<file path="src/rtl/spi_regfile.sv">
// SPI mode-0 peripheral: burst read/write access to NUM_REGS x DATA_W registers.
// All pins are synchronised into clk; the frame is decoded from detected sclk edges.
module spi_regfile #(
  parameter int NUM_REGS    = 8,
  parameter int DATA_W      = 8,
  parameter int ADDR_W      = 7,
  parameter int SYNC_STAGES = 2
) (
  input  logic                         clk,
  input  logic                         rst_n,
  input  logic                         sclk,
  input  logic                         copi,
  input  logic                         ncs,
  output logic                         cipo,
  output logic                         cipo_oe,
  output logic [NUM_REGS*DATA_W-1:0]   regs,
  output logic                         wr_stb,
  output logic [ADDR_W-1:0]            wr_addr
);

  localparam int BW = (DATA_W > 1) ? $clog2(DATA_W) : 1;
  localparam int AW = $clog2(ADDR_W + 1);
  localparam int IW = (NUM_REGS > 1) ? $clog2(NUM_REGS) : 1;
  localparam logic [ADDR_W:0]   NREGS = (ADDR_W+1)'(NUM_REGS);
  localparam logic [ADDR_W-1:0] LAST  = ADDR_W'(NUM_REGS - 1);
  localparam logic [BW-1:0]     BLAST = BW'(DATA_W - 1);
  localparam logic [AW-1:0]     ALAST = AW'(ADDR_W - 1);

  typedef enum logic [1:0] {IDLE, CMD, ADDR, DATA} state_t;

  logic [SYNC_STAGES-1:0] sclk_sq, copi_sq, ncs_sq;
  logic                   sclk_pq, ncs_pq;
  logic [SYNC_STAGES:0]   vld_q;

  state_t              state_q;
  logic                cmd_q;
  logic [ADDR_W-1:0]   addr_q;
  logic [AW-1:0]       acnt_q;
  logic [BW-1:0]       bcnt_q;
  logic [DATA_W-1:0]   sh_q;
  logic [DATA_W-1:0]   rd_q;
  logic [DATA_W-1:0]   regs_q [NUM_REGS];
  logic                wr_stb_q;
  logic [ADDR_W-1:0]   wr_addr_q;
  logic                cipo_q;
  logic                oe_q;

  logic sclk_s, copi_s, ncs_s;
  logic sclk_rise, sclk_fall, ncs_fall;
  logic in_range;
  logic [IW-1:0]     idx;
  logic [ADDR_W-1:0] addr_inc_d;
  logic [DATA_W-1:0] wr_word_d;
  logic [DATA_W-1:0] rd_word_d;
  logic [DATA_W-1:0] rd_next_d;

  always_ff @(posedge clk) begin
    if (!rst_n) begin
      sclk_sq <= '0;
      copi_sq <= '0;
      ncs_sq  <= '1;
      sclk_pq <= 1'b0;
      ncs_pq  <= 1'b1;
      vld_q   <= '0;
    end else begin
      sclk_sq <= {sclk_sq[SYNC_STAGES-2:0], sclk};
      copi_sq <= {copi_sq[SYNC_STAGES-2:0], copi};
      ncs_sq  <= {ncs_sq[SYNC_STAGES-2:0], ncs};
      sclk_pq <= sclk_sq[SYNC_STAGES-1];
      ncs_pq  <= ncs_sq[SYNC_STAGES-1];
      vld_q   <= {vld_q[SYNC_STAGES-1:0], 1'b1};
    end
  end

  assign sclk_s    = sclk_sq[SYNC_STAGES-1];
  assign copi_s    = copi_sq[SYNC_STAGES-1];
  assign ncs_s     = ncs_sq[SYNC_STAGES-1];
  assign sclk_rise = sclk_s & ~sclk_pq;
  assign sclk_fall = ~sclk_s & sclk_pq;
  // Only a fall seen through a chain holding real pin samples opens a frame,
  // so a frame already running when reset lifts is ignored.
  assign ncs_fall  = (&vld_q) & ncs_pq & ~ncs_s;

  assign in_range   = {1'b0, addr_q} < NREGS;
  assign idx        = addr_q[IW-1:0];
  assign addr_inc_d = (addr_q == LAST) ? '0 : addr_q + 1'b1;
  assign wr_word_d  = DATA_W'({sh_q, copi_s});
  assign rd_word_d  = in_range ? regs_q[idx] : '0;
  assign rd_next_d  = rd_q << 1;

  always_ff @(posedge clk) begin
    if (!rst_n) begin
      state_q   <= IDLE;
      cmd_q     <= 1'b0;
      addr_q    <= '0;
      acnt_q    <= '0;
      bcnt_q    <= '0;
      sh_q      <= '0;
      rd_q      <= '0;
      wr_stb_q  <= 1'b0;
      wr_addr_q <= '0;
      cipo_q    <= 1'b0;
      oe_q      <= 1'b0;
      for (int i = 0; i < NUM_REGS; i++) regs_q[i] <= '0;
    end else begin
      wr_stb_q <= 1'b0;
      unique case (state_q)
        IDLE: begin
          cipo_q <= 1'b0;
          oe_q   <= 1'b0;
          if (ncs_fall) state_q <= CMD;
        end
        CMD: begin
          if (ncs_s) begin
            state_q <= IDLE;
          end else if (sclk_rise) begin
            cmd_q   <= copi_s;
            acnt_q  <= '0;
            state_q <= ADDR;
          end
        end
        ADDR: begin
          if (ncs_s) begin
            state_q <= IDLE;
          end else if (sclk_rise) begin
            addr_q <= ADDR_W'({addr_q, copi_s});
            acnt_q <= acnt_q + 1'b1;
            if (acnt_q == ALAST) begin
              bcnt_q  <= '0;
              oe_q    <= ~cmd_q;
              state_q <= DATA;
            end
          end
        end
        DATA: begin
          if (ncs_s) begin
            state_q <= IDLE;
            cipo_q  <= 1'b0;
            oe_q    <= 1'b0;
          end else if (sclk_rise) begin
            bcnt_q <= (bcnt_q == BLAST) ? '0 : bcnt_q + 1'b1;
            if (cmd_q) sh_q <= wr_word_d;
            if (bcnt_q == BLAST) begin
              addr_q <= addr_inc_d;
              if (cmd_q && in_range) begin
                regs_q[idx] <= wr_word_d;
                wr_stb_q    <= 1'b1;
                wr_addr_q   <= addr_q;
              end
            end
          end else if (sclk_fall && !cmd_q) begin
            // First fall of each word reloads from the current address.
            if (bcnt_q == '0) begin
              rd_q   <= rd_word_d;
              cipo_q <= rd_word_d[DATA_W-1];
            end else begin
              rd_q   <= rd_next_d;
              cipo_q <= rd_next_d[DATA_W-1];
            end
          end
        end
        default: state_q <= IDLE;
      endcase
    end
  end

  for (genvar g = 0; g < NUM_REGS; g++) begin : g_img
    assign regs[g*DATA_W +: DATA_W] = regs_q[g];
  end

  assign cipo    = cipo_q;
  assign cipo_oe = oe_q;
  assign wr_stb  = wr_stb_q;
  assign wr_addr = wr_addr_q;

endmodule

</file>
<file path="config.mk">
export PLATFORM = sky130hd
export DESIGN_NAME = spi_regfile
export DESIGN_NICKNAME = d
export VERILOG_FILES = /design/src/rtl/spi_regfile.sv
export SDC_FILE = /design/constraint.sdc
export NUM_CORES = 1
export LEC_CHECK = 0
export BUFFER_PORTS_ARGS = -buffer_cell sky130_fd_sc_hd__buf_2
export CORE_MARGIN = 2
export CORE_UTILIZATION = 53
export CTS_BUF_LIST = sky130_fd_sc_hd__clkbuf_8
export DETAILED_ROUTE_END_ITERATION = 6
export GPL_TIMING_DRIVEN = 1
export PLACE_DENSITY = 0.78
export SYNTH_ARGS = -nofsm -noshare
export SYNTH_HDL_FRONTEND = slang
export SYNTH_SLANG_ARGS = --single-unit
</file>
<file path="constraint.sdc">
create_clock -name clk -period 2.6 [get_ports clk]
set_clock_uncertainty 0.1 [all_clocks]
set_input_delay 0.52 -clock clk [delete_from_list [all_inputs] [get_ports clk]]
set_output_delay 0.52 -clock clk [all_outputs]
set_load 0.03 [all_outputs]
</file>
Word-level counts from Yosys, hierarchy flattened:

Memory sizes are Yosys's and may differ from the RTL's. A register that Yosys moved wholly into a read port is not among the register bits.
Index checks and enable logic that the tools add are counted.

* memory bits (writable): 64
* bits of input ports: 5
* flip-flop bits (word level): 51
* memories kept: 1

Memory list
* regs_q: depth 8, width 8, read ports 9, clocked after Yosys merged registers in 1, wr ports 8, RTL line 42 `logic [DATA_W-1:0] regs_q [NUM_REGS];`

* add/sub/neg operators: 3
* equality and inequality tests: 21
* magnitude comparators: 1
* reductions and logical operators: 21
* muxes and demuxes: 53
* bitwise operators: 9

Operator list (number)
* 7-bit 2-to-1 mux: 7
* 3-bit 2-to-1 mux: 13
* 2-bit inequality test (second input constant): 10
* 5-bit AND reduction: 4
* 1-bit 2-to-1 mux: 18
* 8-bit 2-to-1 mux: 2
* 3-bit inequality test (second input constant): 5
* 2-bit 2-to-1 mux: 7
* 7-bit one-hot mux with 2 select lines: 1
* 3-bit one-hot mux with 2 select lines: 2
* 6-bit AND reduction: 2
* 3-bit AND reduction: 3
* 2-bit one-hot mux with 4 select lines: 1
* 4-bit AND reduction: 2
* 8-bit OR reduction: 1
* 7-bit by 1-bit adder with 7-bit output (second input constant): 1
* 7-bit by 3-bit == test with 1-bit output (second input constant): 1
* 7-bit by 4-bit < comparator with 1-bit output (second input constant): 1
* 3-bit by 1-bit adder with 3-bit output (second input constant): 2
* 3-bit == test (second input constant): 2
* 2-bit nonzero test: 3
* 1-bit NOT: 5
* 1-bit AND: 4
* 2-bit == test (second input constant): 2
* other kinds (8): 9

Logic depth before layout (Yosys ltp):

* depth after elaboration: 11
* gate-level depth with buffers: 7
* mapped depth without buffers: 6

Worst setup path after synthesis:

No wires, ideal clock.

* path type: reg-to-reg
* from: reg addr_q[3]
* to: mem regs_q[7][0], enable pin
* setup slack: 0.203 ns
* period minus slack after synthesis: 2.397 ns
* arrival: 1.913 ns
* path buffers: 2
* setup time: 0.384 ns
* data required time: 2.116 ns
* cell stages (with the launch flop): 6
* cell sequence: dfxtp_1 -> buf_6 -> nor4_4 -> nand4_4 -> buf_6 -> o21ai_0

RTL lines
* from (decl): RTL line 37 `logic [ADDR_W-1:0] addr_q;`
* from (signal assigned): RTL line 126 `addr_q <= ADDR_W'({addr_q, copi_s});`
* from (signal assigned): RTL line 144 `addr_q <= addr_inc_d;`
* to (decl): RTL line 42

==> impl_metrics.yaml <==
floorplanning:
  rows: 36
  die_area_um2: 11010
  die_x_um: 105.0
  pin_count: 79
  start_util_pct: 55.01
  dieHeight_um: 105.0
  core-area_um2: 9819
status:
  status: "completed"
global_routing:
  antenna_found_initial: 0
  grt_first_pass_wirelength_um: 20390
  first_global_vias: 3671
  grt_max_degree: 27
  grt.overflow.total: 0
  grt_util_all_layers_pct: 24.63
finish:
  drive_gt1_share_pct: 31.96
  nets: 533
  layout_commonest_cell: "and2_1"
  finish.utilization_pct: 65.11
  antenna_cells: 0
  syn_to_final_growth_pct: 18.37
  mostFrequentLayoutCells: "and2_1, buf_2, edfxtp_1, dfxtp_1, nor2_1"
timing:
  finalCritPeriodShare_pct: 90.85
  maxSlewHeadroom_pct: 67.47
  whs_ps: 171.1
  final-hold-violation-count: 0
  rsz0062_at_grt: "no"
  worstMarginPinSlew_ps: 487.2
  maxSlewViolCount: 0
  fin_tns_setup_ps: 0
  fmax_mhz: 423.3
  period_needed_ps: 2362
  setup_viol: 0
power:
  vdd_drop_max_uv: 389.9
  pwr_density_cell_nw_per_um2: 614.9
  cellLeakagePower_nw: 2.530
route:
  vias: 3829
  drt_wl_total_um: 12840
  wire_per_inst_um: 19.23
  drc: 0
  drt_iter0_drc: 249
  via_per_inst: 5.732
  ant_nets: 0
  drtPass1Iterations: 5
flow_run:
  drv_cap: 0
clock_tree:
  cts_root_buffer: "clkbuf_8"
  ctsHoldBuffers: 0
  cts_tree: "done"
  worst_skew_pair.late_latency_ps: 440
  cts_htree_levels: 4
  clk_path_buf_depth: 2
  cts.clk_slew.worst_paths_ps: 70
  cts_sinks: 118
  cts_buffers: 17
  post_cts_buffers: 0
  cts_resized: 0
logic_synthesis:
  syn_nets: 440
  synth_top_area_share_pct: 35.58
  synth-simple-area-share_pct: 22.28
  syn_inst: 429
  synth_mux_area_share_pct: 12.05
  synth_cell_types: 52
  yosys_most_used_dff: "edfxtp_1"
  netlist_top_cells_area: "edfxtp_1, dfxtp_1, and2_1"
  async_flop_share_pct: 0
  ys_seq_area_share_pct: 55.59
  synth.cell_area_um2: 5401
  synth.avg_cell_area_um2: 12.59
  synth_compound_area_share_pct: 5.559
  yosys.area_share.adder_pct: 1.390
  synth_area_leader_cell: "edfxtp_1"
  ys_ff_latch: 118
  synthXorXnorAreaFrac_pct: 0.1621
  synth_top_family_by_area: "simple AND/OR/NAND/NOR gates"
  yosysWarningCount: 0
  synth-edff-count: 64
critical_path:
  required_ps: 2590
  crit_type: "flip-flop to flip-flop"
  arrival_ps: 2350
  crit_fanout: 8
  cp_num_buf_inv: 0
  cp_slowest_cell: "dfxtp_1"
  cp_cell_sequence: "nor3b_4 > nand4_4 > nor4_4 > nand2b_1"
  start_kind: "flip-flop"
  critical-path-max-stage-delay_ps: 420
  cp_top_family: "simple AND/OR/NAND/NOR gates"
  endpoint_kind: "flip-flop"
place:
  io_buffer_count: 78
  dpl.hpwl_um: 9119
  gp_congestion: 0.8837
min_path:
  hold_class: "input pin to flip-flop"
-- metal layers --
layer | up-vias | share of wire [%] | global-route usage [%] | routed length (um)
met5 | - | 0 | 0 | 0
met4 | 0 | 2.4 | 8.286 | 313
met3 | 35 | 7.7 | 6.925 | 991
met2 | 181 | 48 | 38.13 | 6196
met1 | 1866 | 42 | 33.60 | 5342
li1 | 1747 | - | - | -
-- where the power goes --
part	switching, mW	internal, mW	total, mW
registers	0.0345	2.00	2.04
logic	0.140	0.0538	0.194
clock network	0.825	0.874	1.70
-- area by class of cell --
cell class | count | area [um^2]
well taps | 133 | 166.4
fillers | 767 | 3426
repair buffers | 99 | 548.0
inverters | 9 | 33.78
clock buffers | 17 | 234.0
multi-input cells | 277 | 2238
flip-flops and latches | 118 | 3003
clock inverters | 15 | 170.2
-- worst reg2reg max path: stages (launching register included) --
cell	delay (ps)
dfxtp_1	420
nor3b_4	420
nand4_4	360
nor4_4	340
nand2b_1	390
-- registers in the layout, indices dropped and copies added (netlist names), 2 cells and up, named ones only --
name,cells
copi_sq,2
wr_addr,7
vld_q,3
acnt_q,3
rd_q,7
sclk_sq,2
bcnt_q,3
ncs_sq,2
regs_q,64
sh_q,7
state_q,2
addr_q,7
-- cells in the mapped netlist, types with 2 or more instances --
cell,instances
a21oi_1,11
a22oi_1,3
a31oi_1,3
and2_1,80
and3_1,7
buf_2,5
buf_6,3
clkbuf_1,16
dfxtp_1,54
edfxtp_1,64
ha_1,6
inv_1,9
mux2_2,8
mux2i_1,20
mux4_2,16
nand2_1,15
nand2b_1,12
nand3_1,4
nand3b_1,3
nand4_1,4
nor2_1,27
nor3_1,2
nor3_4,2
nor3b_1,3
nor4_4,5
nor4b_4,2
o21ai_0,11
o22ai_1,2
o2bb2ai_1,6
o32ai_1,2
or2_2,2
or3b_2,2
-- path summary, 6_finish.rpt --
| check | from | to | slack (ps) | depth (start not counted) |
|---|---|---|---|---|
| max | sclk_sq[1] | regs_q[4][1] | 240 | 4 |
| min | ncs | ncs_sq[0] | 170 | 2 |
| max reg2reg | sclk_sq[1] | regs_q[4][1] | 240 | 4 |
| min reg2reg | ncs_sq[0] | ncs_sq[1] | 330 | 1 |
-- per-stage QoR --
step	instances	setup WS (ps)	cell area [um^2]	total power, mW
after global routing	668	61.77	6394	4.051
after floorplan	429	202.5	5401	2.201
after CTS	668	215.8	6394	3.946
final	668	237.8	6394	3.931
after detailed placement	636	241.6	5989	2.274
after global placement	636	311.7	5989	2.271
-- kinds of logic (layout without fill, tap and decap cells) --
| family | count (synthesis) | after routing |
|---|---|---|
| AO/OA/AOI/OAI | 46 | 46 |
| XOR/XNOR | 1 | 1 |
| adder cells (fa/ha/maj) | 6 | 6 |
| buffers and inverters | 34 | 140 |
| flip-flops | 118 | 118 |
| multiplexers | 44 | 44 |
| AND/OR/NAND/NOR | 180 | 180 |
No activity file was read; power rests on OpenSTA's default activity.
